### config.mk
export PLATFORM = sky130hd
export DESIGN_NAME = rd_ptr_empty_ctrl
export DESIGN_NICKNAME = d
export VERILOG_FILES = /design/src/rtl/rd_ptr_empty_ctrl.sv
export SDC_FILE = /design/constraint.sdc
export NUM_CORES = 1
export LEC_CHECK = 0
export ABC_AREA = 0
export BUFFER_PORTS_ARGS = -buffer_cell sky130_fd_sc_hd__buf_2
export CAP_MARGIN = 0
export CORE_MARGIN = 2
export CORE_UTILIZATION = 45
export DETAILED_ROUTE_END_ITERATION = 8
export GPL_ROUTABILITY_DRIVEN = 0
export GPL_TIMING_DRIVEN = 0
export PLACE_DENSITY_LB_ADDON = 0.1
export SYNTH_ARGS = -nofsm -noshare
export SYNTH_HDL_FRONTEND = slang
export SYNTH_SLANG_ARGS = --single-unit
### constraint.sdc
create_clock -name r_clk -period 5.47 [get_ports r_clk]
set_clock_uncertainty 0.2 [all_clocks]
set_input_delay 0.2735 -clock r_clk [delete_from_list [all_inputs] [get_ports r_clk]]
set_output_delay 0.2735 -clock r_clk [all_outputs]
set_load 0.005 [all_outputs]
### src/rtl/rd_ptr_empty_ctrl.sv
// Read-side pointer and empty control for an asynchronous FIFO: write-pointer
// synchronizer, binary/Gray read pointer, empty, level, almost-empty and sticky underflow.
module rd_ptr_empty_ctrl #(
  parameter int unsigned addr_width   = 4,
  parameter int unsigned sync_stages  = 2,
  parameter int unsigned ae_threshold = 2
) (
  input  logic                  r_clk,
  input  logic                  r_rst,
  input  logic [addr_width:0]   wr_ptr_grey_coded,
  input  logic                  r_inc,
  output logic [addr_width:0]   rd_ptr_grey_coded,
  output logic [addr_width-1:0] r_address,
  output logic                  empty_flag,
  output logic                  almost_empty_flag,
  output logic [addr_width:0]   rd_level,
  output logic                  underflow_err
);

  localparam logic [addr_width:0] AE_LVL = ae_threshold[addr_width:0];

  logic [addr_width:0] wr_sync [sync_stages];
  logic [addr_width:0] wr_gray_sync;
  logic [addr_width:0] wr_bin_sync;
  logic [addr_width:0] rd_ptr;
  logic [addr_width:0] rd_ptr_nxt;
  logic                rd_accept;

  always_ff @(posedge r_clk) begin
    if (r_rst) begin
      for (int unsigned i = 0; i < sync_stages; i++) wr_sync[i] <= '0;
    end else begin
      wr_sync[0] <= wr_ptr_grey_coded;
      for (int unsigned i = 1; i < sync_stages; i++) wr_sync[i] <= wr_sync[i-1];
    end
  end

  assign wr_gray_sync = wr_sync[sync_stages-1];

  always_comb begin
    wr_bin_sync             = '0;
    wr_bin_sync[addr_width] = wr_gray_sync[addr_width];
    for (int unsigned i = addr_width; i > 0; i--)
      wr_bin_sync[i-1] = wr_bin_sync[i] ^ wr_gray_sync[i-1];
  end

  assign empty_flag        = (rd_ptr_grey_coded == wr_gray_sync);
  assign rd_level          = wr_bin_sync - rd_ptr;
  assign almost_empty_flag = (rd_level <= AE_LVL);
  assign r_address         = rd_ptr[addr_width-1:0];
  assign rd_accept         = r_inc & ~empty_flag;
  assign rd_ptr_nxt        = rd_ptr + 1'b1;

  // Gray pointer is registered from the incremented binary so the write domain never sees glitches.
  always_ff @(posedge r_clk) begin
    if (r_rst) begin
      rd_ptr            <= '0;
      rd_ptr_grey_coded <= '0;
      underflow_err     <= 1'b0;
    end else begin
      if (rd_accept) begin
        rd_ptr            <= rd_ptr_nxt;
        rd_ptr_grey_coded <= rd_ptr_nxt ^ (rd_ptr_nxt >> 1);
      end
      if (r_inc && empty_flag) underflow_err <= 1'b1;
    end
  end

endmodule

==> flow_metrics.tcl <==
set metrics [dict create \
    diodes 0 \
    setup_viol 0 \
    setup_slack_ns 1.70 \
    rows 17 \
    areaGrowthSynthToFinish_pct 22.9 \
    fin_crit_ns 3.77 \
    cp_top_family "XOR/XNOR gates" \
    synth_fp_nets 122 \
    synth_common_cells "dfxtp_1, xnor2_1, nor2b_1" \
    fmax_mhz 265 \
    overflow 0 \
    grtUsageTotal_pct 15.1 \
    yosys_warnings 0 \
    cp-start-kind "flip-flop" \
    detail-route-antenna-nets 0 \
    async_flop_share_pct 0 \
    drt_iter0_markers 4 \
    h-tree-depth 1 \
    drc 0 \
    relSlewSlack_pct 70.7 \
    die_h_um 51.4 \
    core_area_um2 2170 \
    path_class "flip-flop to output pin" \
    hold_viol 0 \
    cp.arrival_ns 3.30 \
    dp_cells 158 \
    ff2ff_setup_slack_ns 3.41 \
    grt_max_degree 12 \
    drv_slew 0 \
    post_cts_resized 0 \
    synth.top_cell.area_share_pct 39.7 \
    synth_edf_count 0 \
    cts_buffers 3 \
    grt_pass1_wl_mm 3.02 \
    num_vias 792 \
    required_ns 5.00 \
    routed_wl_mm 1.72 \
    die_x_um 51.4 \
    fin_util_pct 57.2 \
    critical-path-slowest-cell "fa_1" \
    p_total_mw 0.388 \
    yosysMostFrequentCell "dfxtp_1" \
    drt-pass1-iter-count 4 \
    top_usage_layer "met2" \
    final_cells 167 \
    clk_latency_ns 0.29 \
    cts_hold_buf 5 \
    grt_use_met3_pct 2.63 \
    rsz0062_at_grt "no" \
    use_met2_pct 26.5 \
    hp-class "primary input to flip-flop" \
    worst-path-buf-inv 2 \
    ff2ff_path_depth 6 \
    path_cells "xor2_1 > xor2_1 > xor2_1 > xnor2_1 > ha_1 > inv_1 > fa_1 > a21o_1 > a21oi_1 > xnor2_1 > a2111oi_0 > buf_2" \
    fin_nets 154 \
    p_per_area_nw_per_um2 312 \
    timing.final.crit_share_pct 68.9 \
    place_ws_ns 2.01 \
    synth_cell_type_count 25 \
    ios 25 \
    crit_path_end_kind "output pin" \
    syn_inst 108 \
    met1_usage_pct 18.0 \
    hold_depth 2 \
    cts_tree "yes" \
    cts_sinks 20 \
    yosysTopAreaCell "dfxtp_1" \
    status "completed" \
    power_leakage_nw 0.555 \
    layout-drive-gt1-share_pct 20.1 \
    cts.clk_slew.worst_paths_ns 0.11 \
    min_to "wr_sync[0][9]" \
    post_cts_buffers 0 \
    avgSynthCellArea_um2 9.35 \
    maxCapViolCount 0 \
    holdCritStartpoint "r_rst" \
    crit_top_cell "xor2_1" \
    ys_ff_latch 20 \
    cts-root-buf "clkbuf_4" \
    start_util_pct 46.5 \
    synth.area.top_cells "dfxtp_1, xnor2_1, ha_1" \
    ir_worst_vdd_mv 0.200 \
    cp_max_fo 3 \
    timing.rr.end "rd_ptr_grey_coded[3]" \
    wl_per_cell_um 10.3 \
    drt-vias-per-instance 4.74 \
    die-area_um2 2640 \
    grt_pass1_vias 720 \
    regToRegStartpoint "rd_ptr[0]" \
    hpwl_mm 1.34 \
    synthFlopType "dfxtp_1" \
    syn_area_um2 1010 \
    worstMarginPinSlew_ns 0.440 \
    max_stage_delay_ns 0.40 \
    antenna_found_initial 0 \
    yosysSeqAreaShare_pct 39.7 \
    cts_buffer_depth 2 \
    port-buffer-count 22 \
    fin_tns_setup_ns 0 \
]
state kept, by name, summed over array words and instances, names as in the netlist:
register	cells
wr_sync	10
rd_ptr_grey_coded	5
rd_ptr	4
underflow_err	1
layout by cell type (no fill, tap or decap), drive strengths merged, types with 7 or more instances in the layout:
cell type  count
a21oi          7
inv            7
xnor2         13
nor2b         10
clkbuf         9
nor2           8
buf           23
dfxtp         20
xor2           7
layer usage:
layer	routed length (um)	vias to the layer above
li1	-	415
met5	0	-
met1	791	358
met2	848	17
met3	64	2
met4	12	0
cells by family after synthesis:
logic type               share of synthesized area [%]
AND/OR/NAND/NOR                                   15.4
XOR/XNOR                                          17.3
flip-flops                                        39.7
AO/OA/AOI/OAI                                     9.54
buffers and inverters                             4.96
adder cells (fa/ha/maj)                           8.18
multiplexers                                      4.96
area by class of cell:
| type | instances | area [um2] |
|---|---|---|
| fill | 211 | 928 |
| sequential | 20 | 400 |
| buffer | 6 | 23.8 |
| multi-input combinational | 75 | 559 |
| clock buffer | 4 | 36.3 |
| tap | 28 | 35.0 |
| timing repair buffer | 27 | 160 |
| inverter | 7 | 26.3 |
worst max path at each step:
stage               cells past startpoint  slack (ns)          start                 to
floorplan                              11        2.31  wr_sync[0][8]  almost_empty_flag
global placement                       12        2.06  wr_sync[0][9]  almost_empty_flag
detailed placement                     12        2.01  wr_sync[0][9]  almost_empty_flag
CTS                                    12        1.67  wr_sync[0][9]  almost_empty_flag
global route                           12        1.41  wr_sync[0][9]  almost_empty_flag
finish                                 12        1.70  wr_sync[0][9]  almost_empty_flag
power by group:
| group | switching, mW | internal, mW | leakage (nW) | total (mW) |
|---|---|---|---|---|
| combinational | 0.0640 | 0.0680 | 0.370 | 0.132 |
| clock | 0.0435 | 0.0405 | 0.0210 | 0.0840 |
| sequential | 0.0130 | 0.158 | 0.164 | 0.172 |
metrics by stage:
stage | area, um2 | hold WS [ns]
global placement | 1150 | 0.220
floorplan | 1010 | 0.202
detailed placement | 1150 | 0.228
global route | 1240 | 0.164
CTS | 1240 | 0.146
finish | 1240 | 0.133
Power figures use the tool's default switching activity.
